$ cat config.mk
export PLATFORM = sky130hd
export DESIGN_NAME = in_port_fifo
export DESIGN_NICKNAME = d
export VERILOG_FILES = /design/src/rtl/cpu_io_pkg.sv /design/src/rtl/sync_fifo.sv /design/src/rtl/in_port_fifo.sv
export SDC_FILE = /design/constraint.sdc
export NUM_CORES = 1
export LEC_CHECK = 0
export ABC_CLOCK_PERIOD_IN_PS = 1940
export CELL_PAD_IN_SITES_DETAIL_PLACEMENT = 1
export CELL_PAD_IN_SITES_GLOBAL_PLACEMENT = 2
export CORE_ASPECT_RATIO = 0.75
export CORE_MARGIN = 2
export CORE_UTILIZATION = 37
export DETAILED_ROUTE_END_ITERATION = 6
export GPL_TIMING_DRIVEN = 0
export MAX_ROUTING_LAYER = met4
export PLACE_DENSITY = 0.84
export REMOVE_ABC_BUFFERS = 1
export SLEW_MARGIN = 20
export SYNTH_ARGS = -nofsm -noshare
export SYNTH_HDL_FRONTEND = slang
export SYNTH_SLANG_ARGS = --single-unit
$ cat constraint.sdc
create_clock -name clk -period 1.94 [get_ports clk]
set_input_delay 0.388 -clock clk [delete_from_list [all_inputs] [get_ports clk]]
set_output_delay 0.388 -clock clk [all_outputs]
set_load 0.01 [all_outputs]
$ cat src/rtl/cpu_io_pkg.sv
// rtl/cpu_io_pkg.sv - shared types and defaults for the CPU I/O port blocks
package cpu_io_pkg;

    localparam int DATA_W = 8;

    typedef enum logic [1:0] {
        IRQ_IDLE,
        IRQ_PEND,
        IRQ_WAIT
    } irq_state_t;

endpackage

$ cat src/rtl/sync_fifo.sv
// rtl/sync_fifo.sv - small synchronous FIFO with first-word fall-through and last-popped hold
module sync_fifo #(
    parameter int DEPTH  = 4,
    parameter int DATA_W = 8
) (
    input  logic              clk,
    input  logic              rstn,
    input  logic              wr_en,
    input  logic [DATA_W-1:0] wr_data,
    input  logic              rd_en,
    output logic [DATA_W-1:0] rd_data,
    output logic              empty,
    output logic              full,
    output logic [$clog2(DEPTH):0] count_next
);

    localparam int AW = $clog2(DEPTH);
    localparam logic [AW:0] FULL_CNT = DEPTH[AW:0];
    localparam logic [AW:0] ONE      = {{AW{1'b0}}, 1'b1};

    logic [DATA_W-1:0] mem [DEPTH];
    logic [AW-1:0]     wr_ptr;
    logic [AW-1:0]     rd_ptr;
    logic [AW:0]       count;
    logic [DATA_W-1:0] last_data;
    logic              do_wr;
    logic              do_rd;

    assign full    = (count == FULL_CNT);
    assign empty   = (count == '0);
    assign do_wr   = wr_en & ~full;
    assign do_rd   = rd_en & ~empty;
    // When drained, the CPU keeps seeing the byte it popped last.
    assign rd_data = empty ? last_data : mem[rd_ptr];

    // Occupancy after the coming edge; the IRQ logic looks ahead with this.
    always_comb begin
        count_next = count;
        if (do_wr && !do_rd) begin
            count_next = count + ONE;
        end else if (!do_wr && do_rd) begin
            count_next = count - ONE;
        end
    end

    // Pointers, occupancy and the last popped byte.
    always_ff @(posedge clk) begin
        if (!rstn) begin
            wr_ptr    <= '0;
            rd_ptr    <= '0;
            count     <= '0;
            last_data <= '0;
        end else begin
            count <= count_next;
            if (do_wr) begin
                wr_ptr <= wr_ptr + 1'b1;
            end
            if (do_rd) begin
                rd_ptr    <= rd_ptr + 1'b1;
                last_data <= mem[rd_ptr];
            end
        end
    end

    // Storage array; contents are only observable through valid pointers, so no reset.
    always_ff @(posedge clk) begin
        if (do_wr) begin
            mem[wr_ptr] <= wr_data;
        end
    end

endmodule

$ cat src/rtl/in_port_fifo.sv
// rtl/in_port_fifo.sv - CPU input port: producer FIFO with overflow flag and held interrupt request
module in_port_fifo #(
    parameter int DATA_W = cpu_io_pkg::DATA_W,
    parameter int DEPTH  = 4
) (
    input  logic              clk,
    input  logic              rstn,
    input  logic [DATA_W-1:0] ext_data,
    input  logic              ext_valid,
    output logic              ext_ready,
    input  logic              cpu_rd,
    output logic [DATA_W-1:0] cpu_data,
    output logic              empty,
    output logic              full,
    input  logic              int_en,
    input  logic              int_ack,
    output logic              int_req,
    output logic              ovf
);

    import cpu_io_pkg::*;

    irq_state_t              state;
    irq_state_t              state_next;
    logic [$clog2(DEPTH):0]  count_next;

    sync_fifo #(
        .DEPTH  (DEPTH),
        .DATA_W (DATA_W)
    ) u_fifo (
        .clk        (clk),
        .rstn       (rstn),
        .wr_en      (ext_valid),
        .wr_data    (ext_data),
        .rd_en      (cpu_rd),
        .rd_data    (cpu_data),
        .empty      (empty),
        .full       (full),
        .count_next (count_next)
    );

    assign ext_ready = ~full;
    assign int_req   = (state == IRQ_PEND);

    // Sticky overflow: a byte offered while full is dropped and remembered until reset.
    always_ff @(posedge clk) begin
        if (!rstn) begin
            ovf <= 1'b0;
        end else if (ext_valid && full) begin
            ovf <= 1'b1;
        end
    end

    // IRQ state register.
    always_ff @(posedge clk) begin
        if (!rstn) begin
            state <= IRQ_IDLE;
        end else begin
            state <= state_next;
        end
    end

    // IRQ next state: raise on data, wait for the ISR to drain after ack, withdraw if drained early.
    always_comb begin
        state_next = state;
        if (!int_en) begin
            state_next = IRQ_IDLE;
        end else begin
            case (state)
                IRQ_IDLE: if (count_next != '0) state_next = IRQ_PEND;
                IRQ_PEND: begin
                    if (int_ack) begin
                        state_next = IRQ_WAIT;
                    end else if (count_next == '0) begin
                        state_next = IRQ_IDLE;
                    end
                end
                IRQ_WAIT: if (count_next == '0) state_next = IRQ_IDLE;
                default:  state_next = IRQ_IDLE;
            endcase
        end
    end

endmodule

==> results of run 1 <==
[cell type report]
| type | instances | area [um^2] |
|---|---|---|
| Timing Repair Buffer | 46 | 394.1 |
| Tap cell | 78 | 97.59 |
| Fill cell | 633 | 2979 |
| Clock buffer | 5 | 68.82 |
| Multi-Input combinational cell | 121 | 874.6 |
| Sequential cell | 52 | 1373 |
| Clock inverter | 3 | 28.78 |
| Inverter | 8 | 40.04 |
[repair_timing]
item,in CTS,in global routing
resized for setup,60,7
pin swaps,17,0
hold endpoints to repair,0,0
buffers inserted,18,2
setup endpoints to repair,24,12
[cell families after synthesis]
family	after synthesis	share of synthesized area, %
xor gates and xnor gates	5	1.933
DFF	52	60.08
muxes	9	8.393
and+or+nand+nor	77	14.80
AOI/OAI and AO/OA	22	7.399
adders and majority gates	8	4.307
buffers and inverters	16	3.092
[worst max path at each step]
stage / slack (ns) / from / end
after global placement: -0.62 / u_fifo.count[1] / cpu_data[5]
after floorplan: 0.1 / u_fifo.count[1] / state[0]
after global routing: -0.20 / register / cpu_data[2]
after detailed placement: -0.60 / u_fifo.count[1] / cpu_data[3]
after CTS: -0.13 / register / cpu_data[0]
final: -0.13 / register / cpu_data[0]
[worst max-delay path: stages (launching register included)]
cell,delay (ns)
dfxtp_4,0.44
buf_6,0.13
mux4_2,0.54
nand2_1,0.09
nand2_1,0.04
buf_2,0.13
[metrics by stage]
stage / cells / area (um^2)
after floorplan: 181 / 2226
after global placement: 285 / 2584
after detailed placement: 285 / 2584
after CTS: 311 / 2849
after global routing: 313 / 2877
final: 313 / 2877
[registers in the layout (all words and copies together) (netlist names), named ones only]
name and flops:
u_fifo.last_data 8, u_fifo.mem 32, ovf 1, state 2
u_fifo.rd_ptr 2, u_fifo.wr_ptr 2, u_fifo.count 3
[placed cells by master (no fill, tap or decap), types with 2 or more instances in the layout]
cell / count
nand2_1: 45
edfxtp_1: 32
dfxtp_1: 15
clkdlybuf4s50_1: 14
buf_4: 14
nor2_1: 13
a21oi_1: 11
buf_2: 9
mux4_2: 8
ha_1: 6
clkbuf_8: 5
buf_6: 5
and3_1: 4
xnor2_1: 4
inv_1: 3
nor2b_1: 3
nand2b_1: 3
a221oi_2: 3
nand3_1: 3
dfxtp_2: 3
inv_8: 2
inv_2: 2
o211ai_1: 2
dfxtp_4: 2
inv_6: 2
dlygate4sd2_1: 2
[power by group]
| part | internal (mW) | switching, mW | leakage [nW] | total [mW] |
|---|---|---|---|---|
| Sequential | 1.37 | 0.131 | 0.460 | 1.50 |
| Combinational | 0.994 | 0.987 | 0.580 | 1.98 |
| Clock | 0.273 | 0.404 | 0.0511 | 0.677 |
| Total | 2.64 | 1.52 | 1.09 | 4.16 |
[metal layers]
metal	track usage, %	part of all wire [%]	vias to the layer above
met5	-	0	-
met4	5.958	1.3	0
met3	3.470	4.6	5
met2	23.25	44	28
met1	22.59	50	720
li1	-	-	753
==> summary.txt, run 1 <==
STA
  • Fin. Hold Viols: 0
  • Setup Viol. Count Final: 8
  • Fmax: between 0.4 and 0.5 GHz
  • Layout Skew: roughly 0.0052 ns
  • Fin crit share: 106.6%
  • Hold WS: 0.4621 ns
  • Setup WS post-layout: -0.1273 ns
  • Worst Max-Slew Pin Slew: roughly 0.52 ns
  • RSZ-0062 raised after global routing: true
  • Max-slew violation total from the final report: 0
  • Tmin final: 2.067 ns
  • Slew HR: approximately two thirds
  • TNS Setup: -0.7150 ns

Critical path
  • CP Launch Type: register
  • Crit end category: primary output
  • WP data required: between 1.5 and 2 ns
  • Crit Path Class: reg -> out
  • Critical Path AT: 1.68 ns
  • Reg2Reg Setup Slack: 0.11 ns
  • Crit Path Max Fanout: 7
  • R2r startpoint: u_fifo.count[1]
  • End of the worst register-to-register path: u_fifo.mem[0][5]
  • R2r worst-path depth: 7

Synth
  • Yosys top cell by area: edfxtp_1
  • Cells after Synth: 189
  • Share of the synthesized area in the top cell type: between 40% and 50%
  • Primary FF master, synth: edfxtp_1
  • Asr flop ratio synth: 0%
  • Most frequent cell after synthesis: nand2_1
  • Mean Syn Cell Area: about 12 um^2
  • Cell Area, Synth: approximately 2300 um^2
  • Top post-synthesis cells by area: edfxtp_1, dfxtp_1, mux4_2
  • Distinct cells, synth: 34
  • Synth warn: 0
  • #FFs+latches synth: 52
  • Synth cell count leaders: nand2_1, edfxtp_1, dfxtp_1, nor2_1, a21oi_1
  • Post-synth EDFFs: 32
  • Sequential area share after synthesis: approximately 60%

Global routing
  • Largest net degree at the start of global routing: 20
  • Vias in the first global route: 1535
  • First-pass GRT wire length: between 7000 and 8000 um
  • GRT Util Overall: approximately 16%
  • Overflow after GRT: 0
  • Initial antenna violation count: 0

Power
  • Pwr Total: 4.161 mW
  • P_leak: about 1.1 nW
  • Power per Cell Area: approximately 1400 nW/um^2
  • Maximum vdd drop: roughly 0.44 mV

Floorplan
  • Full die area: ~6800 um^2
  • Core ar.: ~5900 um^2
  • Cell row count: 24
  • DIE WIDTH: 94.37 um
  • Initial Util: around two fifths
  • Die Ht: 71.77 um
  • Io pins: 27

Placed design
  • Port bufs: 26
  • Gpl congestion: between 0.7 and 0.8
  • Pre-CTS WS: -0.6043 ns
  • DP HPWL: a little under 3000 um

CTS
  • Root Buffer: clkbuf_8
  • CTS buffer count: 5
  • CTS tree: done
  • H-tree levels: 2
  • TritonCTS Sinks: 52
  • Worst skew pair latency: 0.31 ns
  • Clock transition at path regs: about 0.1 ns
  • Post-CTS Hold Buffers: 0
  • CTS Buffer Depth: 2

Hold path
  • Hold worst-path end: u_fifo.last_data[6]
  • Hold Startpoint: u_fifo.last_data[6]
  • Hold path depth: 2
  • HP Class: reg -> reg

Run status
  • Failing checks: negative setup slack
  • Outcome: complete, but fails checks

Detailed routing
  • Antenna-violating nets left: 0
  • Final WL: between 4000 and 5000 um
  • Routed vias: between 1500 and 2000
  • Routed WL per cell: 15.03 um
  • Remaining DRCs: 0
  • Avg Vias per Cell: roughly 4.8
  • First-pass DRT Iterations: 4
  • First DRT Iteration DRCs: 61

Run
  • MaxCap Viol Count: 0

Finish
  • Area Growth Syn to Fin: 26.95%
  • Layout cell share with drive strength beyond 1: 28.09%
  • Antenna diodes: 0
  • Fin util: roughly 49%
  • Final net count: roughly 260
Note: power is estimated with default switching activity, not from simulation.
==> run 2: changes to the inputs <==
ABC_CLOCK_PERIOD_IN_PS = 1880   (was 1940)
CORE_MARGIN = 1.5   (was 2)
CORE_UTILIZATION = 33   (was 37)
GPL_TIMING_DRIVEN = 1   (was 0)
PLACE_DENSITY = 0.8   (was 0.84)
clock period = 1.88 ns   (was 1.94 ns; I/O delays follow)
==> run 2 against run 1 <==
  * The run still ends with negative setup slack left
  * Combinational power grew 6%
  * Clock skew up 0.0021 ns
  * Core utilization decreased by 3.0 points
  * Total power is 3.8% higher
  * Hold slack got worse by 0.0010 ns
  * Sequential power about the same
  * Clock power up 4.7%
  * Flip-flop and latch count is the same
  * Wire length up 15%
  * Critical path type unchanged
  * Critical endpoint is now cpu_data[5]
  * Largest cell class unchanged
  * Highest routed layer unchanged
==> summary.txt, run 2 (synthesized netlist as in run 1, its figures left out) <==
Run status
  • Outcome: complete, but fails checks
  • Failing checks: negative setup slack

STA
  • Slew HR: between 60% and 70%
  • TNS Setup: -0.7880 ns
  • Fin crit share: 106.6%
  • Setup Viol. Count Final: 8
  • Fin. Hold Viols: 0
  • Tmin final: 2.004 ns
  • Hold WS: 0.4611 ns
  • Worst Max-Slew Pin Slew: approximately 0.46 ns
  • RSZ-0062 raised after global routing: true
  • Max-slew violation total from the final report: 0
  • Layout Skew: about 0.0073 ns
  • Setup WS post-layout: -0.1236 ns
  • Fmax: approximately 0.5 GHz

Detailed routing
  • First DRT Iteration DRCs: 65
  • Final WL: 5401 um
  • Avg Vias per Cell: 4.737
  • First-pass DRT Iterations: 6
  • Routed vias: approximately 1600
  • Antenna-violating nets left: 0
  • Routed WL per cell: between 15 and 20 um
  • Remaining DRCs: 0

Placed design
  • Pre-CTS WS: -0.2043 ns
  • Placed Area: 2830 um^2
  • Gpl congestion: roughly 0.7
  • Placed Instances: 317
  • DP HPWL: about 4100 um
  • Port bufs: 26

Floorplan
  • Die Ht: between 70 and 80 um
  • Core ar.: about 6500 um^2
  • Full die area: between 7000 and 8000 um^2
  • Io pins: 27
  • Cell row count: 25
  • DIE WIDTH: between 90 and 100 um
  • Initial Util: 35.00%

Finish
  • Non-Filler Instances: 331
  • Fin util: 46.13%
  • Regs by FF count: u_fifo.mem: 32 flops, u_fifo.last_data: 8 flops, u_fifo.count: 3 flops
  • Commonest cells after routing, fill and taps aside: nand2_1, edfxtp_1, buf_4, dfxtp_1, clkdlybuf4s50_1
  • Layout cell share with drive strength beyond 1: a little under a third
  • Design area: around 3000 um^2
  • Max reg flops: 32
  • Fillers: approximately 710
  • Antenna diodes: 0
  • Most common cell after layout, fill and taps aside: nand2_1
  • Area Growth Syn to Fin: 31.81%
  • Final net count: 270
  • Top reg by flops: u_fifo.mem

CTS
  • CTS tree: done
  • Post-CTS Hold Buffers: 0
  • CTS Buffer Depth: 2
  • TritonCTS Sinks: 52
  • Clock transition at path regs: 0.10 ns
  • Root Buffer: clkbuf_8
  • Worst skew pair latency: between 0.3 and 0.4 ns
  • H-tree levels: 2
  • CTS buffer count: 5

Run
  • MaxCap Viol Count: 0

Global routing
  • First-pass GRT wire length: 8300 um
  • Largest net degree at the start of global routing: 20
  • Vias in the first global route: 1596
  • Overflow after GRT: 0
  • Initial antenna violation count: 0
  • GRT Util Overall: approximately 16%

Power
  • Maximum vdd drop: approximately 0.52 mV
  • Power per Cell Area: 1447 nW/um^2
  • P_leak: about 1.2 nW
  • Pwr Total: between 4 and 5 mW

Critical path
  • Crit Path Max Fanout: 7
  • Crit end category: primary output
  • Crit Path Class: reg -> out
  • CP Launch Type: register
  • WP data required: about 1.5 ns
  • Critical Path AT: ~1.6 ns

Hold path
  • HP Class: reg -> reg
[run 2: timing repair]
| action | in CTS | in global routing |
|---|---|---|
| buffers inserted | 3 | 2 |
| cloned | 1 | 0 |
| gates resized for setup | 43 | 10 |
| pin swaps | 16 | 5 |
| setup endpoints to repair | 11 | 13 |
[run 2: worst paths after layout]
kind	from	endpoint	slack (ns)	cells past startpoint
max	register	cpu_data[5]	-0.12	5
min	u_fifo.last_data[4]	u_fifo.last_data[4]	0.46	2
max reg2reg	u_fifo.count[1]	state[0]	0.08	6
min reg2reg	u_fifo.last_data[4]	u_fifo.last_data[4]	0.46	2
[run 2: where the power goes]
part,internal [mW],switching (mW)
clock network,0.282,0.427
registers,1.41,0.104
logic,1.04,1.05
[run 2: final cells by class]
class                      count  area [um^2]  share of cell area, %
clock buffer                   5        68.82                  2.304
clock inverter                 3        28.78                 0.9636
inverter                       8        32.53                  1.089
multi-input combinational    121        873.3                  29.24
sequential                    52         1368                  45.79
tap                           81        101.3                  3.393
timing repair buffer          60        506.7                  16.97
timing repair inverter         1        7.507                 0.2514
[run 2: critical path, stage by stage (launching register included)]
cell	delay, ns
dfxtp_4	0.38
buf_12	0.13
mux4_2	0.54
nand2_1	0.09
nand2_1	0.04
buf_2	0.13
[run 2: routing by layer]
metal  part of all wire, %  vias up  global-route usage, %
li1                      -      784                      -
met1                    50      751                  20.81
met2                    45       27                  24.54
met3                   3.8        6                  4.085
met4                   1.0        0                  4.286
met5                     0        -                      -
==> run 3: changes to the inputs <==
==> constraint.sdc (replaced) <==
create_clock -name clk -period 1.88 [get_ports clk]
set_input_delay 0.47 -clock clk [delete_from_list [all_inputs] [get_ports clk]]
set_output_delay 0.47 -clock clk [all_outputs]
set_load 0.01 [all_outputs]
==> run 3 against run 2 <==
  * The flow still finishes with violations (negative setup slack)
  * Register-to-register slack improved by 0.04 ns
  * Core utilization rose by 0.14 points
  * Maximum frequency fell by 3.6%
  * Sequential share of layout area fell by 0.13 points
  * Via count rose by 0.13%
  * Final cell count did not move
==> summary.txt, run 3 (synthesized netlist as in run 1, its figures left out) <==
Finish
  • Antenna diodes: 0
  • Most common cell after layout, fill and taps aside: nand2_1
  • Final net count: 270
  • Top reg by flops: u_fifo.mem
  • Commonest cells after routing, fill and taps aside: nand2_1, edfxtp_1, buf_4, dfxtp_1
  • Non-Filler Instances: approximately 330
  • Layout cell share with drive strength beyond 1: 31.20%
  • Max reg flops: 32
  • Regs by FF count: u_fifo.mem: 32 flops, u_fifo.last_data: 8 flops, u_fifo.count: 3 flops
  • Area Growth Syn to Fin: 32.19%
  • Design area: approximately 3000 um^2

Detailed routing
  • Routed vias: 1570
  • First-pass DRT Iterations: 6
  • Remaining DRCs: 0
  • Final WL: about 5400 um
  • Avg Vias per Cell: between 4 and 5
  • First DRT Iteration DRCs: 68
  • Antenna-violating nets left: 0
  • Routed WL per cell: approximately 16 um

Floorplan
  • Core ar.: approximately 6500 um^2
  • Die Ht: approximately 75 um
  • Io pins: 27
  • Initial Util: 35.00%
  • Full die area: 7378 um^2
  • DIE WIDTH: 98.69 um
  • Cell row count: 25

Power
  • Maximum vdd drop: ~0.4 mV
  • Clock Power Share: between 10% and 20%
  • Part of the power in registers: 35.2%
  • Net switching fraction of the power: between 30% and 40%
  • P_leak: 1.183 nW
  • Psw: 1.574 mW
  • Int Power: 2.726 mW
  • Comb power frac: between 40% and 50%
  • Power per Cell Area: between 1000 and 1500 nW/um^2

Global routing
  • GRT Util Overall: ~16%
  • Overflow after GRT: 0
  • Vias in the first global route: 1643
  • Initial antenna violation count: 0
  • Largest net degree at the start of global routing: 19
  • First-pass GRT wire length: ~9000 um

Run status
  • Failing checks: negative setup slack
  • Outcome: complete, but fails checks

STA
  • Fin crit share: 110.5%
  • Fin. Hold Viols: 0
  • Max-slew violation total from the final report: 0
  • Slew HR: ~69%
  • Layout Skew: a little over 0.008 ns
  • Fmax: 0.4813 GHz
  • RSZ-0062 raised after global routing: true
  • Tmin final: a little over 2 ns
  • Setup Viol. Count Final: 8
  • Worst Max-Slew Pin Slew: about 0.46 ns
  • Setup WS post-layout: -0.1978 ns

Hold path
  • HP Class: reg -> reg

Critical path
  • Slowest stage delay, CP: 0.53 ns
  • Crit Path Max Fanout: 7
  • Slowest cell on the critical path: mux4_2
  • End of the worst register-to-register path: u_fifo.count[2]
  • R2r worst-path depth: 9
  • Critical Path AT: 1.61 ns
  • Reg2Reg Setup Slack: 0.12 ns
  • Crit end category: primary output
  • CP most frequent cell: nand2_1
  • Largest delay share family, worst path: multiplexers
  • WP data required: 1.41 ns
  • Cell count along the critical path: 5
  • Crit path to: cpu_data[5]
  • R2r startpoint: u_fifo.count[1]
  • Buffers & Inverters on Critical Path: 2
  • CP Launch Type: register
  • Crit-path cells: buf_12, mux4_2, nand2_1, nand2_1, buf_2
  • Crit Path Class: reg -> out

Placed design
  • Pre-CTS WS: -0.2845 ns
  • Placed Instances: 318
  • DP HPWL: approximately 4000 um
  • Gpl congestion: approximately 0.72
  • Port bufs: 26
  • Placed Area: roughly 2800 um^2

CTS
  • Root Buffer: clkbuf_8
  • Clock transition at path regs: roughly 0.090 ns
  • Post-CTS Hold Buffers: 0
  • CTS Buffer Depth: 2
  • CTS buffer count: 5
  • H-tree levels: 2
  • CTS tree: done
  • Worst skew pair latency: ~0.31 ns
  • TritonCTS Sinks: 52

Run
  • MaxCap Viol Count: 0
[run 3: area by class of cell]
cell class / count / area [um^2]
Multi-Input combinational cell: 121 / 880.8
Fill cell: 714 / 3480
Timing Repair inverter: 1 / 7.507
Tap cell: 81 / 101.3
Clock buffer: 5 / 68.82
Inverter: 8 / 32.53
Sequential cell: 52 / 1368
Clock inverter: 3 / 26.28
Timing Repair Buffer: 60 / 510.5
[run 3: through the flow]
stage          hold slack [ns]  utilization, %  power, mW  TNS, ns
6_report                0.4608           46.26      4.300   -1.426
5_1_grt                 0.4909           46.26      4.600   -2.035
4_1_cts                 0.4664           45.68      4.259   -1.610
3_5_place_dp            0.4517           43.83      3.540   -3.219
3_3_place_gp            0.4465           43.83      3.467   -2.706
2_1_floorplan           0.4366               -      2.510        0
[run 3: worst min-delay path: stages, from the launching register on]
cell and delay, ns:
dfxtp_1 0.32, nand2_1 0.05, a21oi_1 0.05
[run 3: power groups by stage]
stage	Combinational, mW	Sequential, mW	Clock [mW]
2_1_floorplan	0.969	1.54	0
6_report	2.13	1.51	0.660
4_1_cts	2.05	1.52	0.689
3_3_place_gp	1.95	1.51	0
3_5_place_dp	2.02	1.52	0
5_1_grt	2.33	1.53	0.735
[run 3: how the worst min path moves through the flow]
stage,startpoint,endpoint,slack [ns],cells past startpoint
2_1_floorplan,u_fifo.last_data[0],u_fifo.last_data[0],0.44,2
3_3_place_gp,u_fifo.last_data[3],u_fifo.last_data[3],0.45,2
3_5_place_dp,u_fifo.last_data[3],u_fifo.last_data[3],0.45,2
4_1_cts,u_fifo.last_data[3],u_fifo.last_data[3],0.47,2
5_1_grt,u_fifo.last_data[1],u_fifo.last_data[1],0.49,2
6_report,u_fifo.last_data[3],u_fifo.last_data[3],0.46,2
[run 3: timing repair]
item                                   in CTS  in global routing
endpoints found under the hold margin       0                  0
buffers inserted                            2                  3
gates cloned                                1                  0
setup endpoints to repair                  13                 10
gates resized for setup                    52                  7
pin swaps                                  16                  5
[run 3: per-layer routing]
metal / up-vias / part of all wire [%] / GRT usage (%)
met1: 759 / 50 / 21.93
met3: 5 / 2.6 / 3.900
met4: 0 / 0.67 / 4.286
met5: - / 0 / -
met2: 20 / 46 / 25.39
li1: 786 / - / -
